--- config.mk ---
export PLATFORM = sky130hd
export DESIGN_NAME = nibble_serial_adder_ctrl
export DESIGN_NICKNAME = d
export VERILOG_FILES = /design/src/rtl/nibble_serial_adder_ctrl.sv
export SDC_FILE = /design/constraint.sdc
export NUM_CORES = 1
export LEC_CHECK = 0
export CAP_MARGIN = 10
export CORE_ASPECT_RATIO = 0.7
export CORE_UTILIZATION = 54
export CTS_CLUSTER_DIAMETER = 150
export CTS_CLUSTER_SIZE = 10
export DETAILED_ROUTE_END_ITERATION = 16
export PLACE_DENSITY = 0.85
export SYNTH_ARGS = -nofsm -noshare
export SYNTH_HDL_FRONTEND = slang
export SYNTH_SLANG_ARGS = --single-unit
--- constraint.sdc ---
create_clock -name clk -period 7.45 [get_ports clk]
set_input_delay 1.1175 -clock clk [delete_from_list [all_inputs] [get_ports clk]]
set_output_delay 1.1175 -clock clk [all_outputs]
set_load 0.03 [all_outputs]
--- src/rtl/nibble_serial_adder_ctrl.sv ---
// Multi-cycle WIDTH-bit adder built on one fourBitAdder, one nibble per cycle.
// Define ADDER_SUB_EN to add the sub port (a - b as a + ~b + 1).
module fourBitAdder (
  input  logic [3:0] a,
  input  logic [3:0] b,
  input  logic       ci,
  output logic [3:0] s,
  output logic       co
);
  logic c1, c2, c3;

  assign s[0] = a[0] ^ b[0] ^ ci;
  assign c1   = (a[0] & b[0]) | (ci & (a[0] ^ b[0]));
  assign s[1] = a[1] ^ b[1] ^ c1;
  assign c2   = (a[1] & b[1]) | (c1 & (a[1] ^ b[1]));
  assign s[2] = a[2] ^ b[2] ^ c2;
  assign c3   = (a[2] & b[2]) | (c2 & (a[2] ^ b[2]));
  assign s[3] = a[3] ^ b[3] ^ c3;
  assign co   = (a[3] & b[3]) | (c3 & (a[3] ^ b[3]));
endmodule

module nibble_serial_adder_ctrl #(
  parameter int WIDTH = 16
) (
  input  logic             clk,
  input  logic             rst,
  input  logic             in_valid,
  output logic             in_ready,
  input  logic [WIDTH-1:0] a,
  input  logic [WIDTH-1:0] b,
  input  logic             cin,
`ifdef ADDER_SUB_EN
  input  logic             sub,
`endif
  output logic             out_valid,
  input  logic             out_ready,
  output logic [WIDTH-1:0] sum,
  output logic             cout,
  output logic             busy
);
  localparam int NIB = WIDTH / 4;
  localparam int IW  = $clog2(NIB);

  typedef enum logic [1:0] {
    IDLE,
    ADD,
    DONE
  } state_t;

  state_t state, nstate;

  logic [WIDTH-1:0] opa, opb, sumr;
  logic [WIDTH-1:0] bsel;
  logic             csel;
  logic             carry;
  logic [IW-1:0]    idx;
  logic             accept;
  logic             last;
  logic [3:0]       na, nb, ns;
  logic             nco;

`ifdef ADDER_SUB_EN
  assign bsel = sub ? ~b : b;
  assign csel = sub | cin;
`else
  assign bsel = b;
  assign csel = cin;
`endif

  assign accept = (state == IDLE) && in_valid;
  assign last   = (idx == IW'(NIB - 1));

  // Current nibble of each operand, selected by the running index.
  assign na = 4'(opa >> {idx, 2'b00});
  assign nb = 4'(opb >> {idx, 2'b00});

  fourBitAdder u_add (
    .a (na),
    .b (nb),
    .ci(carry),
    .s (ns),
    .co(nco)
  );

  always_ff @(posedge clk or posedge rst) begin
    if (rst) begin
      state <= IDLE;
    end else begin
      state <= nstate;
    end
  end

  always_comb begin
    nstate = state;
    unique case (state)
      IDLE: if (in_valid) nstate = ADD;
      ADD:  if (last) nstate = DONE;
      DONE: if (out_ready) nstate = IDLE;
      default: nstate = IDLE;
    endcase
  end

  always_ff @(posedge clk or posedge rst) begin
    if (rst) begin
      opa   <= '0;
      opb   <= '0;
      sumr  <= '0;
      carry <= 1'b0;
      idx   <= '0;
    end else if (accept) begin
      opa   <= a;
      opb   <= bsel;
      sumr  <= '0;
      carry <= csel;
      idx   <= '0;
    end else if (state == ADD) begin
      carry <= nco;
      for (int i = 0; i < NIB; i++) begin
        if (idx == IW'(i)) sumr[4*i +: 4] <= ns;
      end
      // Index parks on the top nibble; it is reloaded on the next accept.
      if (!last) idx <= idx + 1'b1;
    end
  end

  assign in_ready  = (state == IDLE);
  assign out_valid = (state == DONE);
  assign busy      = (state != IDLE);
  assign sum       = sumr;
  assign cout      = carry;
endmodule

Word-level counts from Yosys, hierarchy flattened:

Cells that the tools add are included.

* word-level logic and storage cells: 71
* flip-flop bits (word level): 53
* bits of input ports: 37

* multiplexer cells: 15
* bitwise logic cells: 20
* add/sub/neg operators: 1
* shift-type cells: 2
* reductions and logical operators: 15
* equality and inequality tests: 9

Operators by type and width (count)
* 16-bit two-way mux: 2
* 16-bit by 4-bit >> shifter with 4-bit output: 2
* 4-bit two-way mux: 4
* 2-bit two-way mux: 6
* 2-bit nonzero test: 6
* 2-bit AND reduction: 5
* 1-bit bitwise AND: 8
* 1-bit bitwise XOR: 8
* 2-bit equality test (second input constant): 3
* 2-bit != test (second input constant): 3
* 2-bit one-hot mux with 3 select lines: 1
* 2-bit by 1-bit equality test with 1-bit output (second input constant): 2
* 2-bit logical NOT: 2
* 1-bit bitwise OR: 4
* 3-bit AND reduction: 1
* 2-bit by 1-bit adder with 2-bit output (second input constant): 1
* 1-bit two-way mux: 2
* 2-bit by 1-bit != test with 1-bit output (second input constant): 1
* 1-bit logical AND: 1

Longest topological paths before layout:

Gate-level depths: netlist of the first run.

* depth in word-level cells: 12
* mapped depth: 11

Modules after synthesis:

Synthesis of the first run repeated with hierarchy kept, for this count alone.

* cells, all modules: 183
* area total of the unflattened synthesis: 2593.7 um^2

Modules (own cells, without submodules)
* nibble_serial_adder_ctrl: area each 2476.1 um^2, instances 1, cells each 169
* fourBitAdder: area each 117.6 um^2, instances 1, cells each 14

Worst setup path before layout of the first run:

No wires, ideal clock.

* path kind: reg2reg
* start point: reg idx[0]
* end point: reg sumr[11] (netlist: sum[11])
* buffers on the path: 1
* stages on the path, launching flop included: 12
* library setup time: 0.066 ns
* data required time: 7.384 ns
* clock period less this slack: 3.013 ns
* data arrival time: 2.946 ns
* path slack: 4.437 ns
* cells stage by stage: dfrtp_1 -> buf_4 -> mux4_2 -> fa_1 -> inv_1 -> fa_1 -> inv_1 -> fa_1 -> inv_1 -> fa_1 -> nor2_1 -> a221o_1

* word-level cells in the longest chain between the ends: 12
* elaborated cells between the ends (all ways): 22
* classes of those cells: 1 x eq/ne; 2 x shift; 3 x mux; 14 x bitwise; 2 x reduce/logical

Ends and longest elaborated chain
* start: declaration: line 56 `logic [IW-1:0] idx;`
* start signal: assignment: line 122 `if (!last) idx <= idx + 1'b1;`
* 16-bit by 4-bit >> shifter with 4-bit output (on tied branches): line 74, 75
* 1-bit bitwise XOR: line 13 `assign c1 = (a[0] & b[0]) | (ci & (a[0] ^ b[0]));`
* 1-bit bitwise AND: line 13
* 1-bit bitwise OR: line 13
* 1-bit bitwise AND: line 15 `assign c2 = (a[1] & b[1]) | (c1 & (a[1] ^ b[1]));`
* 1-bit bitwise OR: line 15
* 1-bit bitwise AND: line 17 `assign c3 = (a[2] & b[2]) | (c2 & (a[2] ^ b[2]));`
* 1-bit bitwise OR: line 17
* 1-bit bitwise XOR: line 18 `assign s[3] = a[3] ^ b[3] ^ c3;`
* 4-bit two-way mux: line 119 `if (idx == IW'(i)) sumr[4*i +: 4] <= ns;`
* 16-bit two-way mux: line 116 `end else if (state == ADD) begin`
* 16-bit two-way mux: line 110 `end else if (accept) begin`
* end signal: indexed assignment: line 119
* end: declaration: line 52 `logic [WIDTH-1:0] opa, opb, sumr;`

Several ways; a longest one is shown, not always the timed one. The select of a mux whose other input is x is not followed.
A chain may end at the register's enable or synchronous reset.

Worst setup path in the final report of the first run:

Ends and elaborated chain as after synthesis.

==> impl_metrics.tcl, run 1 <==
set metrics [dict create \
    rsz0062_at_grt "false" \
    cts_made_buffers 5 \
    grt_pass1_wl_um 8620 \
    dp_cells 283 \
    io_pins 57 \
    ant_nets 0 \
    p_per_area_nw_per_um2 489 \
    maxCapViolCount 0 \
    yosysUniqueCellTypes 29 \
    min_path_cells 1 \
    internal_power_mw 0.968 \
    routed_via_density 5.84 \
    start_kind "flip-flop" \
    pre_cts_ws_ns 4.06 \
    critPathMaxFanout 14 \
    drive_gt1_share_pct 23.3 \
    fp.coreArea_um2 4480 \
    die_w_um 84.9 \
    final-setup-viol-count 0 \
    dpl.hpwl_um 3590 \
    antenna_found_initial 0 \
    syn-cell-area_um2 2600 \
    cts.clk_slew.worst_paths_ns 0.10 \
    setup_tns_ns 0 \
    vdd_ir_drop_max_mv 0.215 \
    grt_pass1_vias 1735 \
    synth-simple-area-share_pct 11.2 \
    placed_area_um2 3170 \
    synth_compound_area_share_pct 7.47 \
    grt_usage_pct 22.7 \
    p_leak_nw 1.46 \
    fillers 307 \
    synthesis.nets 226 \
    synthMuxAreaShare_pct 20.8 \
    final_area_um2 3290 \
    period_share_pct 45.6 \
    switchingPower_mw 0.642 \
    cts_resized 0 \
    globalplace.congestion 0.718 \
    hold_class "flip-flop to flip-flop" \
    fp.dieH_um 60.0 \
    min_to "opb[9]" \
    synth.ff_latch_count 53 \
    clkLatencyLatePin_ns 0.31 \
    pwr-share-seq_pct 34.8 \
    htree_levels 2 \
    cts_tree "built" \
    drtIter0Drc 70 \
    cts_hold_buf 0 \
    timing.slew.headroom_pct 28.4 \
    fin_skew_ns 0.0100 \
    port_buffers 56 \
    drt-total-wl_um 5130 \
    synthXorXnorAreaFrac_pct 0 \
    arrival_ns 3.65 \
    clkSinkCount 53 \
    rows 20 \
    r2r_slack_ns 4.05 \
    path_class "flip-flop to flip-flop" \
    comb_power_share_pct 52.4 \
    crit_required_ns 7.70 \
    timing.rr.start "idx[0]" \
    initial_utilization_pct 58.0 \
    finalWorstSetupSlack_ns 4.05 \
    clock.fmax_mhz 294 \
    violations "design-rule violations" \
    p_sw_share_pct 39.9 \
    dr.pass1.iters 10 \
    syn2layout_area_growth_pct 26.7 \
    ctsLongestPathBuffers 2 \
    syn_inst 181 \
    diodes 0 \
    cts_setup_buffers 0 \
    cp-end-kind "flip-flop" \
    nNetsFinal 280 \
    period_needed_ns 3.40 \
    syn_avg_cell_area_um2 14.3 \
    final_max_slew_viol_count 0 \
    hold_slack_ns 0.508 \
    synth_warnings 0 \
    synth_top_family_by_area "multiplexers" \
    hp-start "opb[9]" \
    fin_cells 291 \
    outcome "finished, violations left" \
    tightest_slew_ns 1.07 \
    reg2regPathDepth 10 \
    drc_errors 2 \
    synth_adder_area_share_pct 5.01 \
    grt_max_degree 54 \
    final_hold_viol_count 0 \
    power.share.clock_pct 12.8 \
    dieArea_um2 5090 \
    root_buffer "clkbuf_8" \
    grt-ovfl-total 0 \
    r2r_end "sum[11]" \
    via_count 1698 \
    ys_seq_area_share_pct 51.1 \
    wire_per_inst_um 17.6 \
]
## synthesized netlist by cell type, drive strengths merged
cell type  instances  area [um2]
a221o             16         160
nor3b              1        12.5
ha                 4        50.1
inv               12        45.0
nor4bb             1        10.0
and3b             16         140
nor2b              2        12.5
nand3b             1        7.51
nor2               3        11.3
a211o              2        17.5
and3               2        12.5
nand2b             1        6.26
buf                8        61.3
or3b               2        17.5
mux2              32         360
or4bb              1        11.3
fa                 4        80.1
nor4b              1        8.76
o21bai             1        11.3
or2                1        6.26
dfrtp             53        1330
nand4              1        6.26
and2               4        25.0
clkbuf             2        7.51
o21ai              1        5.00
mux4               8         180
nand2              1        3.75
## per-layer routing
metal	vias to the layer above	track usage [%]	part of all wire (%)
li1	782	-	-
met4	0	4.36	0.66
met1	871	31.0	47
met2	40	39.1	49
met5	-	0	0
met3	5	4.42	3.5
## final cells by class
class                      count  area (um2)  area share, %
clock buffer                   6        82.6           2.51
timing repair buffer          57         568           17.3
inverter                      12        45.0           1.37
sequential                    53        1330           40.3
tap                           55        68.8           2.09
multi-input combinational    106        1160           35.3
clock inverter                 2        37.5           1.14
## metrics by stage
| stage | utilization, % | power (mW) |
|---|---|---|
| after CTS | 73.5 | 1.62 |
| after global routing | 73.5 | 1.72 |
| after global placement | 70.8 | 1.38 |
| after detailed placement | 70.8 | 1.41 |
| final | 73.5 | 1.61 |
| after floorplan | - | 1.16 |
## layout by cell type, fill, tap and decap left out, drive strengths merged, types with 2 or more instances in the layout
cell type / Yosys / final
fa: 4 / 4
mux2: 32 / 32
dfrtp: 53 / 53
or3b: 2 / 2
and2: 4 / 4
and3: 2 / 2
clkdlybuf4s50: 0 / 56
nor2: 3 / 3
mux4: 8 / 8
nor2b: 2 / 2
and3b: 16 / 16
a211o: 2 / 2
a221o: 16 / 16
clkbuf: 2 / 6
ha: 4 / 4
inv: 12 / 12
## cell families (layout without fill, tap and decap cells)
kind of cell               after synthesis  after routing
and+or+nand+nor                         38             38
DFF                                     53             53
buffers and inverters                   22             77
muxes                                   40             40
adders and majority gates                8              8
AOI/OAI and AO/OA                       20             20
## registers in the layout, indices dropped and copies added (netlist names)
signal / cells
cout: 1
opb: 16
state: 2
idx: 2
opa: 16
sum: 16
## power groups by stage
| stage | Combinational (mW) | Sequential, mW | Clock [mW] |
|---|---|---|---|
| 2_1_floorplan | 0.594 | 0.562 | 0 |
| 3_3_place_gp | 0.818 | 0.558 | 0 |
| 3_5_place_dp | 0.847 | 0.563 | 0 |
| 4_1_cts | 0.851 | 0.560 | 0.207 |
| 5_1_grt | 0.922 | 0.583 | 0.220 |
| 6_report | 0.843 | 0.560 | 0.206 |
## worst max-delay path by stage
stage          slack, ns  cells past startpoint   start  endpoint
2_1_floorplan       4.44                     11  idx[0]   sum[11]
3_3_place_gp        4.14                     10  idx[0]   sum[11]
3_5_place_dp        4.06                     10  idx[0]   sum[11]
4_1_cts             4.03                     10  idx[0]   sum[11]
5_1_grt             3.83                     10  idx[0]    sum[3]
6_report            4.05                     10  idx[0]   sum[11]
## worst max-delay path, cell delays in order, from the launching register on
cell and delay [ns]:
dfrtp_1 0.78, mux4_2 0.61, fa_1 0.39, inv_1 0.07
fa_1 0.16, inv_1 0.05, fa_1 0.35, inv_1 0.08
fa_1 0.40, nor2_1 0.25, a221o_1 0.20
Power figures use the tool's default switching activity.
==> inputs of run 2 (changes only) <==
CORE_UTILIZATION = 45   (was 54)
PLACE_DENSITY = 0.75   (was 0.85)
clock period = 2.8 ns   (was 7.45 ns; I/O delays follow)
==> run 2 against run 1 <==
Net effect:
- the flow now finishes without violations
- combinational power rose to 3.0 times the previous value
- routed wire length up 0.68%
- design area up 3.3%
- die area up 19%
- sequential power rose to 2.5 times the previous value
- via count up 0.29%
- register-to-register slack worse by 4.0 ns
- critical path type unchanged
- sequential share of layout area down 1.3 points
==> impl_metrics.tcl, run 2 (synthesis results as in run 1) <==
set metrics [dict create \
    final_hold_viol_count 0 \
    internal_power_mw 2.75 \
    crit_required_ns 3.04 \
    ctsLongestPathBuffers 2 \
    critPathSlowestCell "mux4_2" \
    clock.fmax_mhz 360 \
    maxCapViolCount 0 \
    initial_utilization_pct 48.1 \
    p_sw_share_pct 39.0 \
    cp-end-kind "flip-flop" \
    tightest_slew_ns 0.779 \
    port_buffers 56 \
    outcome "complete, no violations" \
    grt_pass1_wl_um 8810 \
    path_class "flip-flop to flip-flop" \
    cts_made_buffers 5 \
    period_needed_ns 2.78 \
    routed_via_density 5.39 \
    final_common_cell "clkdlybuf4s50_1" \
    comb_power_share_pct 57.0 \
    final-setup-viol-count 0 \
    start_kind "flip-flop" \
    drc_errors 0 \
    p_leak_nw 1.50 \
    grt_usage_pct 19.3 \
    layout_common_cells "clkdlybuf4s50_1 (56), dfrtp_1 (52), mux2_2 (32)" \
    cts_tree "built" \
    grt_pass1_vias 1740 \
    diodes 0 \
    final_max_slew_viol_count 0 \
    rsz0062_at_grt "true" \
    io_pins 57 \
    globalplace.congestion 0.766 \
    cts_hold_buf 0 \
    ant_nets 0 \
    critPathMaxFanout 5 \
    finalPower_mw 4.51 \
    grt-ovfl-total 0 \
    clkSinkCount 53 \
    via_count 1703 \
    dr.pass1.iters 4 \
    die_w_um 92.8 \
    timing.slew.headroom_pct 48.0 \
    clkLatencyLatePin_ns 0.30 \
    cp_cell_sequence "mux4_2, fa_2, inv_2, fa_2, inv_2, fa_2, inv_2, fa_1, nor2_4, a221o_1" \
    arrival_ns 3.02 \
    root_buffer "clkbuf_8" \
    grt_max_degree 33 \
    fp.coreArea_um2 5400 \
    p_per_area_nw_per_um2 1330 \
    rows 22 \
    switchingPower_mw 1.76 \
    drive_gt1_share_pct 29.5 \
    syn2layout_area_growth_pct 31.0 \
    vdd_ir_drop_max_mv 0.523 \
    dpl.hpwl_um 3800 \
    fin_skew_ns 0.00798 \
    nNetsFinal 288 \
    htree_levels 2 \
    fillers 419 \
    critical-path-max-stage-delay_ns 0.53 \
    fp.dieH_um 65.6 \
    drtIter0Drc 58 \
    pwr-share-seq_pct 31.2 \
    dieArea_um2 6080 \
    wire_per_inst_um 16.3 \
    antenna_found_initial 0 \
    setup_tns_ns 0 \
    hold_class "primary input to asynchronous set/reset pin" \
    cts.clk_slew.worst_paths_ns 0.10 \
    period_share_pct 99.3 \
    drt-total-wl_um 5160 \
    power.share.clock_pct 11.8 \
]
[run 2: power by group through the flow]
stage | sequential (mW) | clock, mW | combinational, mW
2_1_floorplan | 1.50 | 0 | 1.65
3_3_place_gp | 1.40 | 0 | 2.48
3_5_place_dp | 1.42 | 0 | 2.52
4_1_cts | 1.41 | 0.545 | 2.53
5_1_grt | 1.47 | 0.579 | 2.82
6_report | 1.41 | 0.534 | 2.57
[run 2: path summary, 6_finish.rpt]
| kind | end | cells after the start | slack, ns | start |
|---|---|---|---|---|
| max in group asynchronous | opb[7] | 3 | 1.74 | rst |
| setup / recovery | sum[15] | 10 | 0.02 | idx[0] |
| min in group clk | opa[7] | 1 | 0.51 | opa[7] |
| hold reg to reg | opa[7] | 1 | 0.51 | opa[7] |
| hold / removal | opb[12] | 2 | 0.51 | rst |
| setup reg to reg | sum[15] | 10 | 0.02 | idx[0] |
[run 2: worst max-delay path: cells and delay by family (launching register included)]
| family | cells | cell delay (ns) |
|---|---|---|
| AOI/OAI and AO/OA | 1 | 0.15 |
| buffers and inverters | 3 | 0.15 |
| adders and majority gates | 4 | 1.31 |
| DFF | 1 | 0.43 |
| muxes | 1 | 0.53 |
| and+or+nand+nor | 1 | 0.14 |
[run 2: layout make-up]
cell class                      instances  area, um2  area share [%]
Sequential cell                        53       1330            39.0
Tap cell                               72       90.1            2.65
Inverter                               12       45.0            1.32
Timing Repair Buffer                   65        641            18.8
Clock buffer                            6       82.6            2.43
Clock inverter                          2       37.5            1.10
Multi-Input combinational cell        106       1180            34.6
[run 2: metrics by stage]
stage / instances / utilization [%] / worst slack, ns / instance area [um2] / hold slack, ns
after floorplan: 181 / - / -0.0767 / 2610 / 0.475
after global routing: 316 / 63.0 / -0.0866 / 3400 / 0.535
after CTS: 316 / 62.9 / -0.00245 / 3400 / 0.518
after detailed placement: 307 / 60.6 / -0.0118 / 3270 / 0.495
after global placement: 307 / 60.6 / 0.00758 / 3270 / 0.487
final: 316 / 63.0 / 0.0203 / 3400 / 0.510
[run 2: layer usage]
layer	track usage [%]	share of wire, %	vias to the layer above	wire length (um)
met2	29.5	45	41	2330
met5	0	0	-	0
li1	-	-	793	-
met3	5.09	4.7	7	242
met1	27.8	49	862	2550
met4	3.85	0.72	0	37
[run 2: what timing repair did]
item / 4_1_cts / 5_1_grt
resized for setup: 0 / 3
buffers inserted: 1 / 0
pin swaps: 2 / 4
setup endpoints to repair: 4 / 5
